===== src/rtl/cache_line_server_broadcast_pkg.sv =====
// rtl/cache_line_server_broadcast_pkg.sv - shared types and constants for the cache line server
package cache_line_server_broadcast_pkg;

    // Server sequencing: pick a requester, wait out the RAM latency, strobe the line out.
    typedef enum logic [1:0] {
        S_IDLE = 2'd0,
        S_WAIT = 2'd1,
        S_RESP = 2'd2
    } state_t;

    localparam int DEFAULT_LINE_ADDR_WIDTH = 12;
    localparam int DEFAULT_DATA_WIDTH      = 64;

    // Width needed to hold an index in [0, n-1]; never collapses to zero bits.
    function automatic int idx_width(input int n);
        return (n > 1) ? $clog2(n) : 1;
    endfunction

endpackage


===== src/rtl/cache_line_server_broadcast_rr_arbiter.sv =====
// rtl/cache_line_server_broadcast_rr_arbiter.sv - combinational round-robin request picker
module rr_arbiter
    import cache_line_server_broadcast_pkg::*;
#(
    parameter int N_PORTS = 4,
    parameter int PTR_W   = idx_width(N_PORTS)
) (
    input  logic [N_PORTS-1:0] i_req,
    input  logic [PTR_W-1:0]   i_rr_ptr,
    output logic [N_PORTS-1:0] o_grant_oh,
    output logic [PTR_W-1:0]   o_grant_idx,
    output logic               o_any
);

    logic [PTR_W-1:0] w_idx;
    int               w_sum;

    // Walk the ports starting at the pointer, wrapping past the top; the first requester wins.
    always_comb begin
        o_grant_oh  = '0;
        o_grant_idx = '0;
        o_any       = 1'b0;
        w_idx       = '0;
        w_sum       = 0;
        for (int k = 0; k < N_PORTS; k++) begin
            w_sum = int'(i_rr_ptr) + k;
            if (w_sum >= N_PORTS) begin
                w_sum = w_sum - N_PORTS;
            end
            w_idx = PTR_W'(w_sum);
            if (!o_any && i_req[w_idx]) begin
                o_any             = 1'b1;
                o_grant_oh[w_idx] = 1'b1;
                o_grant_idx       = w_idx;
            end
        end
    end

endmodule


===== src/rtl/cache_line_server_broadcast.sv =====
// rtl/cache_line_server_broadcast.sv - round-robin line-miss server with broadcast fill
module cache_line_server_broadcast
    import cache_line_server_broadcast_pkg::*;
#(
    parameter int N_PORTS         = 4,
    parameter int LINE_ADDR_WIDTH = DEFAULT_LINE_ADDR_WIDTH,
    parameter int DATA_WIDTH      = DEFAULT_DATA_WIDTH,
    parameter int MEM_LATENCY     = 2
) (
    input  logic                               i_clk,
    input  logic                               i_rst,
    input  logic [N_PORTS-1:0]                 i_req_valid,
    input  logic [N_PORTS*LINE_ADDR_WIDTH-1:0] i_req_addr,
    output logic [N_PORTS-1:0]                 o_req_ready,
    output logic [DATA_WIDTH-1:0]              o_line_data,
    output logic                               o_bcast_valid,
    output logic [LINE_ADDR_WIDTH-1:0]         o_bcast_addr,
    output logic                               o_mem_rd_en,
    output logic [LINE_ADDR_WIDTH-1:0]         o_mem_rd_addr,
    input  logic [DATA_WIDTH-1:0]              i_mem_rd_data
);

    localparam int PTR_W = idx_width(N_PORTS);
    // The counter only ever holds MEM_LATENCY-1 down to 0.
    localparam int CNT_W = idx_width(MEM_LATENCY);

    state_t                     r_state;
    state_t                     w_state_next;
    logic                       w_issue;

    logic [PTR_W-1:0]           r_rr_ptr;
    logic [N_PORTS-1:0]         r_grant_oh;
    logic [CNT_W-1:0]           r_cnt;
    logic [DATA_WIDTH-1:0]      r_line_data;
    logic [LINE_ADDR_WIDTH-1:0] r_bcast_addr;
    logic [LINE_ADDR_WIDTH-1:0] r_mem_rd_addr;

    logic [N_PORTS-1:0]         w_grant_oh;
    logic [PTR_W-1:0]           w_grant_idx;
    logic                       w_any;
    logic [LINE_ADDR_WIDTH-1:0] w_grant_addr;
    logic [PTR_W-1:0]           w_ptr_next;

    rr_arbiter #(
        .N_PORTS (N_PORTS),
        .PTR_W   (PTR_W)
    ) u_arb (
        .i_req       (i_req_valid),
        .i_rr_ptr    (r_rr_ptr),
        .o_grant_oh  (w_grant_oh),
        .o_grant_idx (w_grant_idx),
        .o_any       (w_any)
    );

    assign w_grant_addr = i_req_addr[w_grant_idx*LINE_ADDR_WIDTH +: LINE_ADDR_WIDTH];
    assign w_ptr_next   = (w_grant_idx == PTR_W'(N_PORTS - 1)) ? '0 : w_grant_idx + 1'b1;

    // State register.
    always_ff @(posedge i_clk) begin
        if (i_rst) begin
            r_state <= S_IDLE;
        end else begin
            r_state <= w_state_next;
        end
    end

    // Next state; a read is issued in the same IDLE cycle the grant is made.
    always_comb begin
        w_state_next = r_state;
        w_issue      = 1'b0;
        case (r_state)
            S_IDLE: begin
                if (w_any) begin
                    w_issue      = 1'b1;
                    w_state_next = S_WAIT;
                end
            end
            S_WAIT: begin
                if (r_cnt == '0) begin
                    w_state_next = S_RESP;
                end
            end
            S_RESP: begin
                w_state_next = S_IDLE;
            end
            default: begin
                w_state_next = S_IDLE;
            end
        endcase
    end

    // Grant bookkeeping, latency countdown and line capture.
    always_ff @(posedge i_clk) begin
        if (i_rst) begin
            r_rr_ptr      <= '0;
            r_grant_oh    <= '0;
            r_cnt         <= '0;
            r_line_data   <= '0;
            r_bcast_addr  <= '0;
            r_mem_rd_addr <= '0;
        end else begin
            case (r_state)
                S_IDLE: begin
                    if (w_issue) begin
                        r_grant_oh    <= w_grant_oh;
                        r_bcast_addr  <= w_grant_addr;
                        r_mem_rd_addr <= w_grant_addr;
                        r_cnt         <= CNT_W'(MEM_LATENCY - 1);
                        r_rr_ptr      <= w_ptr_next;
                    end
                end
                S_WAIT: begin
                    if (r_cnt == '0) begin
                        r_line_data <= i_mem_rd_data;
                    end else begin
                        r_cnt <= r_cnt - 1'b1;
                    end
                end
                default: begin
                end
            endcase
        end
    end

    // The RAM sees the read in the grant cycle itself; reset masks it so an aborted cycle issues nothing.
    assign o_mem_rd_en   = w_issue & ~i_rst;
    assign o_mem_rd_addr = (w_issue & ~i_rst) ? w_grant_addr : r_mem_rd_addr;

    assign o_req_ready   = (r_state == S_RESP) ? r_grant_oh : '0;
    assign o_bcast_valid = (r_state == S_RESP);
    assign o_bcast_addr  = r_bcast_addr;
    assign o_line_data   = r_line_data;

endmodule


===== config.mk =====
export PLATFORM = sky130hd
export DESIGN_NAME = cache_line_server_broadcast
export DESIGN_NICKNAME = d
export VERILOG_FILES = /design/src/rtl/cache_line_server_broadcast_pkg.sv /design/src/rtl/cache_line_server_broadcast_rr_arbiter.sv /design/src/rtl/cache_line_server_broadcast.sv
export SDC_FILE = /design/constraint.sdc
export NUM_CORES = 1
export LEC_CHECK = 0
export ABC_AREA = 1
export BUFFER_PORTS_ARGS = -buffer_cell sky130_fd_sc_hd__buf_2
export CELL_PAD_IN_SITES_DETAIL_PLACEMENT = 1
export CELL_PAD_IN_SITES_GLOBAL_PLACEMENT = 1
export CORE_ASPECT_RATIO = 0.9
export CORE_MARGIN = 4
export CORE_UTILIZATION = 28
export DETAILED_ROUTE_END_ITERATION = 7
export HOLD_SLACK_MARGIN = 0.05
export PLACE_DENSITY = 0.76
export SYNTH_ARGS = -nofsm -noshare
export SYNTH_HDL_FRONTEND = slang
export SYNTH_SLANG_ARGS = --single-unit

===== constraint.sdc =====
create_clock -name i_clk -period 2.4 [get_ports i_clk]
set_input_delay 0.48 -clock i_clk [delete_from_list [all_inputs] [get_ports i_clk]]
set_output_delay 0.48 -clock i_clk [all_outputs]
set_load 0.02 [all_outputs]

==> results.py <==
metrics = {
    "run_status": {
        "outcome": "finished, violations left",
        "violations": "negative setup slack",
    },
    "setup_path": {
        "cp_cell_sequence": "inv_2 -> ha_4 -> inv_4 -> nand3_4 -> nand2_8 -> nand4_1 -> nand2_2 -> nor2_4 -> buf_8 -> nand3_1 -> nand2_1 -> nand2_2 -> nand2_2 -> buf_6",
        "slowest_delay_ns": 0.34,
        "critPathKind": "flip-flop to output port",
        "crit_fanout": 8,
        "crit_slowest_cell": "dfxtp_2",
        "arrival_ns": 2.29,
        "cp_common_cell": "nand2_2",
        "required_ns": 1.92,
        "critPathLaunchType": "flip-flop",
        "endpoint_kind": "output port",
    },
    "logic_synthesis": {
        "yosys_warnings": 0,
        "synthArstFlopShare_pct": 0,
        "ys_seq_elements": 85,
        "syn_inst": 633,
        "yosys_most_used_dff": "dfxtp_1",
        "mappedNetlistArea_um2": 4280,
        "yosysSeqAreaShare_pct": 39.8,
        "synth_edf_count": 0,
        "synth_area_per_cell_um2": 6.75,
        "syn-num-nets": 756,
        "yosysUniqueCellTypes": 25,
    },
    "floorplanning": {
        "initial_core_util_pct": 28.9,
        "die_x_um": 138,
        "die_h_um": 125,
        "num_rows": 42,
        "core-area_um2": 14800,
        "die_area_um2": 17300,
        "ios": 212,
    },
    "run": {
        "max_cap_viol_count": 0,
    },
    "pwr": {
        "cellPowerDensity_nw_per_um2": 1460,
        "ir_drop_mv": 0.625,
        "leakage_nw": 3.38,
    },
    "drt": {
        "route.detailed.drc": 0,
        "drt_iter0_markers": 212,
        "ant_nets": 0,
        "detail_route.wirelength_um": 16800,
        "post_drt_wl_per_cell_um": 15.8,
        "drt-pass1-iter-count": 4,
        "vias_per_cell": 4.72,
        "num_vias": 5041,
    },
    "sta": {
        "maxSlewHeadroom_pct": 49.3,
        "setup_viol": 13,
        "slew_viol_final": 0,
        "rsz0062_at_grt": "true",
        "timing.final.ws_setup_ns": -0.373,
        "max_freq_mhz": 361,
        "worstMarginPinSlew_ns": 0.761,
        "period_share_pct": 116,
        "skew_ns": 0.00387,
        "hold_viol": 0,
        "period_minus_slack_ns": 2.77,
        "holdWs_ns": 0.411,
    },
    "global_routing": {
        "grt_use_total_pct": 18.7,
        "antenna_found_initial": 0,
        "grt_pass1_vias": 5255,
        "grt_overflow": 0,
        "grt_pass1_wl_um": 27000,
        "grt_max_degree": 70,
    },
    "clocking": {
        "clk_pin_slew_ns": 0.06,
        "cts_buffers": 9,
        "cts_sinks": 85,
        "clk_root_buffer_cell": "clkbuf_16",
        "htree_levels": 3,
        "holdBufCountCts": 0,
        "tritoncts": "yes",
        "clk_path_buf_depth": 2,
        "worst_skew_pair.late_latency_ns": 0.33,
    },
    "layout": {
        "fin_nets": 990,
        "drive_gt1_share_pct": 41.8,
        "area_delta_synth_final_pct": 53.1,
        "fin_util_pct": 44.2,
        "num-fill-cells": 1942,
        "diodes": 0,
        "stdcell_count": 1069,
    },
    "placed_design": {
        "place.port_buffers": 211,
        "dpl_worst_slack_ns": -0.152,
        "placed_cells_incl_taps": 1027,
        "dp_hpwl_um": 11500,
        "finalWeightedCongestion": 0.807,
    },
    "hold_path": {
        "hold_path_class": "primary input to flip-flop",
    },
}
metrics by stage:
step,instance area (um2),setup TNS [ns],total power (W)
3_3_place_gp,5640,-1.15,0.00671
6_report,6550,-4.37,0.00957
5_1_grt,6550,-6.09,0.0103
3_5_place_dp,5640,-1.46,0.00679
2_1_floorplan,4310,0,0.00527
4_1_cts,6400,-4.15,0.00916
metal layers:
layer  wire length, um  track usage (%)  vias up
met5                 0                0        -
met4               257             4.71        0
met3               909             5.38       22
met2              8510             32.8      138
met1              7170             22.4     2375
li1                  -                -     2506
placed cells by master (no fill, tap or decap), types with 2 or more instances in the layout:
cell type	n
a21oi_1	74
a22oi_1	4
buf_12	5
buf_2	198
buf_4	38
buf_6	20
buf_8	3
clkbuf_16	9
clkbuf_8	2
dfxtp_1	83
dfxtp_2	2
ha_1	4
inv_1	64
inv_2	4
inv_4	3
nand2_1	137
nand2_2	40
nand2_4	8
nand2_8	2
nand3_1	125
nand3_2	13
nand3_4	4
nor2_1	7
nor2_4	5
o21ai_0	5
final cells by class:
type / count / area (um2) / share of cell area [%]
sequential: 85 / 1700 / 26.0
clock buffer: 12 / 256 / 3.92
inverter: 71 / 274 / 4.19
multi-input combinational: 435 / 2370 / 36.2
clock inverter: 3 / 21.3 / 0.325
tap: 198 / 248 / 3.78
timing repair buffer: 265 / 1670 / 25.6
critical path, delay by kind of cell, from the launching register on:
family                     cells  cell delay, ns
and+or+nand+nor                9            0.93
buffers and inverters          4            0.38
DFF                            1            0.34
adders and majority gates      1            0.29
where the power goes:
part / total (W) / internal (W) / switching (W)
Clock: 0.00131 / 0.000753 / 0.000553
Combinational: 0.00630 / 0.00251 / 0.00379
Sequential: 0.00196 / 0.00176 / 0.000199
Total: 0.00957 / 0.00503 / 0.00454
flip-flops by register name (all words and copies together), names as in the netlist:
signal,flops
o_line_data,64
r_mem_rd_addr,12
r_state,2
r_grant_oh,4
r_cnt,1
r_rr_ptr,2
Yosys cell counts, types with 6 or more instances:
cell / n / share of area, %
a21oi_1: 74 / 8.7
buf_1: 7 / 0.61
clkbuf_1: 23 / 2.0
dfxtp_1: 85 / 40
inv_1: 67 / 5.9
nand2_1: 176 / 15
nand2_2: 6 / 0.88
nand3_1: 136 / 16
nand3_2: 6 / 1.4
nor2_1: 8 / 0.70
logic make-up (layout without fill, tap and decap cells):
kind of cell,after synthesis,after routing,share of synthesized area [%]
buf+inv,113,351,11.0
flops,85,85,39.8
fa+ha+maj,5,5,1.46
simple gates,344,344,37.2
compound gates,86,86,10.5
worst paths after layout:
kind                                   startpoint  slack, ns  cells after the start          endpoint
worst max-delay path                  r_rr_ptr[0]      -0.37                     14  o_mem_rd_addr[8]
worst min-delay path            i_mem_rd_data[39]       0.41                      3   o_line_data[39]
worst max register to register        r_rr_ptr[0]       0.16                     16  r_mem_rd_addr[1]
worst min register to register    o_line_data[47]       0.46                      2   o_line_data[47]
timing repair:
action                     in CTS  in global routing
gates cloned                    1                  0
buffers inserted               25                  6
pin swaps                      19                 30
gates resized for setup        69                 35
setup endpoints to repair      13                 14
Note: power is estimated with default switching activity, not from simulation.
